<file path="src/rtl/mem_port_arbiter_if.sv">
// Bus bundle between the fetch/load-store requesters, the port arbiter and the
// single-port memory. The arbiter takes the slave view; the requester side takes the master view.
interface mem_port_arbiter_if #(
  parameter int ADDR_W = 10,
  parameter int DATA_W = 32
);
  // Fetch requester
  logic              i_req;
  logic [ADDR_W-1:0] i_addr;
  logic              i_gnt;
  logic              i_rvalid;
  logic [DATA_W-1:0] i_rdata;

  // Load/store requester
  logic              d_req;
  logic              d_we;
  logic [ADDR_W-1:0] d_addr;
  logic [DATA_W-1:0] d_wdata;
  logic              d_gnt;
  logic              d_rvalid;
  logic [DATA_W-1:0] d_rdata;

  // Memory macro side
  logic              mem_en;
  logic              mem_we;
  logic [ADDR_W-1:0] mem_addr;
  logic [DATA_W-1:0] mem_wdata;
  logic [DATA_W-1:0] mem_rdata;

  modport slave (
    input  i_req, i_addr, d_req, d_we, d_addr, d_wdata, mem_rdata,
    output i_gnt, i_rvalid, i_rdata, d_gnt, d_rvalid, d_rdata,
           mem_en, mem_we, mem_addr, mem_wdata
  );

  modport master (
    output i_req, i_addr, d_req, d_we, d_addr, d_wdata, mem_rdata,
    input  i_gnt, i_rvalid, i_rdata, d_gnt, d_rvalid, d_rdata,
           mem_en, mem_we, mem_addr, mem_wdata
  );
endinterface

</file>
<file path="src/rtl/mem_port_arbiter.sv">
// Shares one single-port memory between instruction fetch and load/store:
// data has priority, a streak limit keeps fetch from starving, reads return one cycle later.
module mem_port_arbiter #(
  parameter int ADDR_W     = 10,
  parameter int DATA_W     = 32,
  parameter int STREAK_MAX = 3,
  parameter int CNT_W      = 16
) (
  input  logic                 clk1,
  input  logic                 rst_n,
  mem_port_arbiter_if.slave    bus,
  input  logic                 flush,
  input  logic                 halt,
  output logic [CNT_W-1:0]     conflict_cnt
);

  localparam int STREAK_W = $clog2(STREAK_MAX + 1);

  logic                i_gnt;
  logic                d_gnt;
  logic                streak_lt_max;
  logic                conflict;
  logic [ADDR_W-1:0]   addr_sel;
  logic [DATA_W-1:0]   rdata;

  logic [STREAK_W-1:0] streak_q, streak_d;
  logic                pend_i_q, pend_i_d;
  logic                pend_d_q, pend_d_d;
  logic [CNT_W-1:0]    cnt_q,    cnt_d;

  assign streak_lt_max = (streak_q < STREAK_W'(STREAK_MAX));
  assign conflict      = bus.i_req & bus.d_req & ~halt;

  // NOTE: every signal written here gets a default first, so no path leaves it unassigned and no latch is inferred.
  always_comb begin
    i_gnt    = 1'b0;
    d_gnt    = 1'b0;
    streak_d = streak_q;
    cnt_d    = cnt_q;

    if (!halt) begin
      // Flush squashes the fetch side, which hands the slot to data even past the streak limit.
      if (bus.d_req && (!bus.i_req || flush || streak_lt_max)) begin
        d_gnt = 1'b1;
      end else if (bus.i_req && !flush) begin
        i_gnt = 1'b1;
      end
    end

    // Streak only counts data wins that actually made fetch wait; capped so a flush cannot push it past the limit.
    if (i_gnt || !bus.i_req) begin
      streak_d = '0;
    end else if (d_gnt && streak_lt_max) begin
      streak_d = streak_q + STREAK_W'(1);
    end

    if (conflict && (cnt_q != '1)) begin
      cnt_d = cnt_q + CNT_W'(1);
    end

    pend_i_d = i_gnt;
    pend_d_d = d_gnt & ~bus.d_we;
  end

  // NOTE: state flops use non-blocking assignment so every flop samples pre-edge values, independent of statement order.
  always_ff @(posedge clk1 or negedge rst_n) begin
    if (!rst_n) begin
      streak_q <= '0;
      pend_i_q <= 1'b0;
      pend_d_q <= 1'b0;
      cnt_q    <= '0;
    end else begin
      streak_q <= streak_d;
      pend_i_q <= pend_i_d;
      pend_d_q <= pend_d_d;
      cnt_q    <= cnt_d;
    end
  end

  assign addr_sel      = d_gnt ? bus.d_addr : bus.i_addr;
  assign rdata         = bus.mem_rdata;

  assign bus.i_gnt     = i_gnt;
  assign bus.d_gnt     = d_gnt;
  assign bus.mem_en    = i_gnt | d_gnt;
  assign bus.mem_we    = d_gnt & bus.d_we;
  assign bus.mem_addr  = addr_sel;
  assign bus.mem_wdata = bus.d_wdata;

  // A flush in the response cycle drops the fetch that was already in flight.
  assign bus.i_rvalid  = pend_i_q & ~flush;
  assign bus.d_rvalid  = pend_d_q;
  assign bus.i_rdata   = rdata;
  assign bus.d_rdata   = rdata;

  assign conflict_cnt  = cnt_q;

endmodule

</file>
<file path="src/flat_wrapper.sv">
// flat-port wrapper written by rule: the top's interface ports become plain ports
module mem_port_arbiter_flat 
#(
  parameter int ADDR_W     = 10,
  parameter int DATA_W     = 32,
  parameter int STREAK_MAX = 3,
  parameter int CNT_W      = 16
)
  (clk1, rst_n, flush, halt, conflict_cnt, bus_i_req, bus_i_addr, bus_d_req, bus_d_we, bus_d_addr, bus_d_wdata, bus_mem_rdata, bus_i_gnt, bus_i_rvalid, bus_i_rdata, bus_d_gnt, bus_d_rvalid, bus_d_rdata, bus_mem_en, bus_mem_we, bus_mem_addr, bus_mem_wdata);
  mem_port_arbiter_if #(.ADDR_W(ADDR_W), .DATA_W(DATA_W)) bus_i ();
  input  logic clk1;
  input  logic rst_n;
  input  logic flush;
  input  logic halt;
  output logic [CNT_W-1:0] conflict_cnt;
  input wire logic [$bits(bus_i.i_req)-1:0] bus_i_req;
  input wire logic [$bits(bus_i.i_addr)-1:0] bus_i_addr;
  input wire logic [$bits(bus_i.d_req)-1:0] bus_d_req;
  input wire logic [$bits(bus_i.d_we)-1:0] bus_d_we;
  input wire logic [$bits(bus_i.d_addr)-1:0] bus_d_addr;
  input wire logic [$bits(bus_i.d_wdata)-1:0] bus_d_wdata;
  input wire logic [$bits(bus_i.mem_rdata)-1:0] bus_mem_rdata;
  output wire logic [$bits(bus_i.i_gnt)-1:0] bus_i_gnt;
  output wire logic [$bits(bus_i.i_rvalid)-1:0] bus_i_rvalid;
  output wire logic [$bits(bus_i.i_rdata)-1:0] bus_i_rdata;
  output wire logic [$bits(bus_i.d_gnt)-1:0] bus_d_gnt;
  output wire logic [$bits(bus_i.d_rvalid)-1:0] bus_d_rvalid;
  output wire logic [$bits(bus_i.d_rdata)-1:0] bus_d_rdata;
  output wire logic [$bits(bus_i.mem_en)-1:0] bus_mem_en;
  output wire logic [$bits(bus_i.mem_we)-1:0] bus_mem_we;
  output wire logic [$bits(bus_i.mem_addr)-1:0] bus_mem_addr;
  output wire logic [$bits(bus_i.mem_wdata)-1:0] bus_mem_wdata;
  assign bus_i.i_req = bus_i_req;
  assign bus_i.i_addr = bus_i_addr;
  assign bus_i.d_req = bus_d_req;
  assign bus_i.d_we = bus_d_we;
  assign bus_i.d_addr = bus_d_addr;
  assign bus_i.d_wdata = bus_d_wdata;
  assign bus_i.mem_rdata = bus_mem_rdata;
  assign bus_i_gnt = bus_i.i_gnt;
  assign bus_i_rvalid = bus_i.i_rvalid;
  assign bus_i_rdata = bus_i.i_rdata;
  assign bus_d_gnt = bus_i.d_gnt;
  assign bus_d_rvalid = bus_i.d_rvalid;
  assign bus_d_rdata = bus_i.d_rdata;
  assign bus_mem_en = bus_i.mem_en;
  assign bus_mem_we = bus_i.mem_we;
  assign bus_mem_addr = bus_i.mem_addr;
  assign bus_mem_wdata = bus_i.mem_wdata;
  mem_port_arbiter #(.ADDR_W(ADDR_W), .DATA_W(DATA_W), .STREAK_MAX(STREAK_MAX), .CNT_W(CNT_W)) u_core (.clk1(clk1), .rst_n(rst_n), .bus(bus_i), .flush(flush), .halt(halt), .conflict_cnt(conflict_cnt));
endmodule
</file>
<file path="config.mk">
export PLATFORM = sky130hd
export DESIGN_NAME = mem_port_arbiter_flat
export DESIGN_NICKNAME = d
export VERILOG_FILES = /design/src/rtl/mem_port_arbiter_if.sv /design/src/rtl/mem_port_arbiter.sv /design/src/flat_wrapper.sv
export SDC_FILE = /design/constraint.sdc
export NUM_CORES = 1
export LEC_CHECK = 0
export BUFFER_PORTS_ARGS = -buffer_cell sky130_fd_sc_hd__buf_2
export CAP_MARGIN = 20
export CORE_AREA = 3 3 85 87
export CTS_BUF_LIST = sky130_fd_sc_hd__clkbuf_8
export DETAILED_ROUTE_END_ITERATION = 7
export DIE_AREA = 0 0 88 90
export PLACE_DENSITY = 0.72
export SYNTH_ARGS = -nofsm -noshare
export SYNTH_HDL_FRONTEND = slang
export SYNTH_SLANG_ARGS = --single-unit
</file>
<file path="constraint.sdc">
create_clock -name clk1 -period 4.03 [get_ports clk1]
set_input_delay 0.806 -clock clk1 [delete_from_list [all_inputs] [get_ports clk1]]
set_output_delay 0.806 -clock clk1 [all_outputs]
set_load 0.05 [all_outputs]
</file>
==> metrics.md <==
| Metric | Value |
|---|---|
| FMAX | 0.339 GHz |
| Die W | 88 um |
| Htree depth | 1 |
| Placer Congestion | between 0.7 and 0.8 |
| DRC | 0 |
| Unique masters post-synth | 32 |
| Minimum clock period | just under 3 ns |
| Die Area | approximately 7900 um2 |
| Synthesized cell area | 1880 um2 |
| Setup-failing EPs final | 0 |
| Share of layout cells above drive strength 1 | around 46% |
| IR drop worst, VDD | between 0.15 and 0.2 mV |
| Vias in the first global route | ~1100 |
| Number of routed nets with antenna violations | 0 |
| Tot Pwr | 672 uW |
| Via count | ~1100 |
| Worst setup EP type | primary output |
| DP HPWL | 3260 um |
| Port Buffers | a little under 60 |
| PwrDens | between 400 and 500 nW/um2 |
| Tot GR Track Use | under 10% |
| # Max-Cap Violations | 0 |
| Synth area leader | buf_4 |
| Max-slew headroom | between 60 and 70% |
| Setup bufs post-CTS | 0 |
| Post-route non-filler standard cell count | around 250 |
| Initial DRC Count | 32 |
| Clock sinks | 20 |
| Clk_skew | around 0.0021 ns |
| # rows | 29 |
| #FFs+latches synth | 20 |
| Post-Syn Instances | approximately 200 |
| Slew Limit Fails | 0 |
| Total gr overflow | 0 |
| N_diodes | 0 |
| Nets | about 260 |
| Yosys warns | 0 |
| Largest net degree at the start of global routing | 21 |
| Dpl ws | around 1.1 ns |
| Data arrival, critical path | roughly 2.1 ns |
| Final Hold Vio Count | 0 |
| Post-CTS Resized | 0 |
| I/O Pins | roughly 220 |
| Clk Tree Root Cell | clkbuf_8 |
| Hold-fix buffers, CTS | 0 |
| Average cell area after synthesis | about 9.2 um2 |
| Pleak | between 0.8 and 0.9 nW |
| Initial antenna violation count | 0 |
| CP Launch Type | input port |
| First-pass GRT wire length | just under 6000 um |
| Final worst setup slack | ~1.1 ns |
| Top-area cell type share of the netlist area | roughly two fifths |
| Clock-pin slew on the worst setup and hold paths | 0.07 ns |
| Dominant cells by area after synthesis | buf_4, dfrtp_1, mux2_2 |
| Cts bufs inserted | 3 |
| Drt total wl | 3860 um |
| Routed len/inst | between 15 and 20 um |
| CTS max path bufs | 2 |
| DP Cell Count | ~240 |
| Finished Core Util | 24.8% |
| Hold Crit Class | input port to asynchronous set/reset pin |
| TritonCTS clock tree | built |
| RSZ-0062 raised after global routing | no |
| Final period util | 73.1% |
| Initial core utilization | between 20% and 30% |
| CP Class | input port to primary output |
| Max FO, Critical Path | 12 |
| Vias per cell | ~4.5 |
| Clock Latency Late Sink | about 0.26 ns |
| Seq/Total Area, Yosys | around a quarter |
| Setup TNS | 0 ns |
| Die height | about 90 um |
| Measured slew at the worst slew-check pin | just under 0.5 ns |
| Outcome | completed |
| Data required time of the worst path | roughly 3.2 ns |
| Core ar. | between 6000 and 7000 um2 |
| Drt first pass iters | 4 |
| Syn Nets | around 300 |
| Layout area overhead | -15.1% |
==> worst max-delay path, cell delays in order <==
cell	delay, ns
buf_2	0.13
nor2b_1	0.20
a21o_1	0.40
mux2_2	0.39
buf_2	0.21
==> synthesized netlist by cell type <==
cell,instances
a21o_1,1
mux2_1,1
a31oi_1,1
buf_4,96
nor2b_1,4
nor3_2,1
nor4_4,1
nand4_1,5
nor4b_1,1
or4_4,1
xnor2_1,8
nand2b_1,3
o21ai_0,1
and4b_1,1
xor2_1,6
and2_1,2
nand4_4,1
nand3b_1,3
dfrtp_1,20
mux2_2,10
buf_2,1
o2111ai_1,1
nor2_1,9
nor4_2,1
ha_1,2
nand2_1,6
nor3b_1,2
a21oi_1,3
inv_1,2
nor3_1,4
or2_1,1
nand3_1,5
==> layout by cell type, fill, tap and decap left out, drive strengths merged, types with 3 or more instances in the layout <==
cell	synthesis	routed
a21oi	3	3
buf	97	58
clkbuf	0	4
dfrtp	20	20
mux2	11	11
nand2	6	6
nand2b	3	3
nand3	5	5
nand3b	3	3
nand4	6	6
nor2	9	9
nor2b	4	4
nor3	5	5
xnor2	8	8
xor2	6	6
==> routing by layer <==
layer  wire length [um]  global-route usage, %  up-vias  part of all wire (%)
met3                477                   4.57       12                    12
met2               1880                   15.8       93                    49
met1               1450                   10.5      483                    38
met4                 54                   3.07        0                   1.4
met5                  0                      0        -                     0
li1                   -                      -      508                     -
==> area by class of cell <==
type	instances	area [um2]
multi-input cells	85	642
fillers	691	4830
well taps	77	96.3
clock buffers	4	55.1
inverters	2	7.51
repair buffers	58	290
flip-flops and latches	20	500
==> worst paths after layout <==
kind,depth (start not counted),endpoint,start,slack [ns]
worst min-delay path,1,u_core.conflict_cnt[8]$_DFFE_PN0P_,rst_n,0.49
worst max-delay path,5,bus_mem_addr[7],bus_i_req,1.08
worst max register to register,4,u_core.conflict_cnt[1]$_DFFE_PN0P_,u_core.conflict_cnt[12]$_DFFE_PN0P_,2.35
max in group asynchronous,1,u_core.conflict_cnt[15]$_DFFE_PN0P_,rst_n,3.22
worst min register to register,1,u_core.conflict_cnt[0]$_DFFE_PN0P_,u_core.conflict_cnt[0]$_DFFE_PN0P_,0.52
min in group clk1,1,u_core.conflict_cnt[0]$_DFFE_PN0P_,u_core.conflict_cnt[0]$_DFFE_PN0P_,0.52
==> state kept, by name, indices dropped and copies added, names as in the netlist <==
register,cells
u_core.bus.d_rvalid,1
u_core.conflict_cnt,16
u_core.pend_i_q,1
u_core.streak_q,2
==> logic make-up after synthesis <==
| kind of cell | Yosys count | share of synthesized area (%) |
|---|---|---|
| AOI/OAI and AO/OA | 7 | 2.27 |
| xor gates and xnor gates | 14 | 6.54 |
| adders and majority gates | 2 | 1.33 |
| buffers and inverters | 99 | 39.1 |
| DFF | 20 | 26.7 |
| muxes | 11 | 6.60 |
| and+or+nand+nor | 51 | 17.5 |
==> per-stage QoR <==
step	instance area, um2	hold WS, ns
floorplan	1880	0.510
CTS	1590	0.499
detailed placement	1540	0.515
global placement	1540	0.505
global route	1590	0.514
finish	1590	0.488
==> power by group <==
group | internal, mW | switching [mW] | leakage (nW)
clock network | 0.0871 | 0.0691 | 0.0288
logic | 0.0664 | 0.190 | 0.502
registers | 0.227 | 0.0327 | 0.270
total | 0.381 | 0.292 | 0.801
Note: power is estimated with default switching activity, not from simulation.
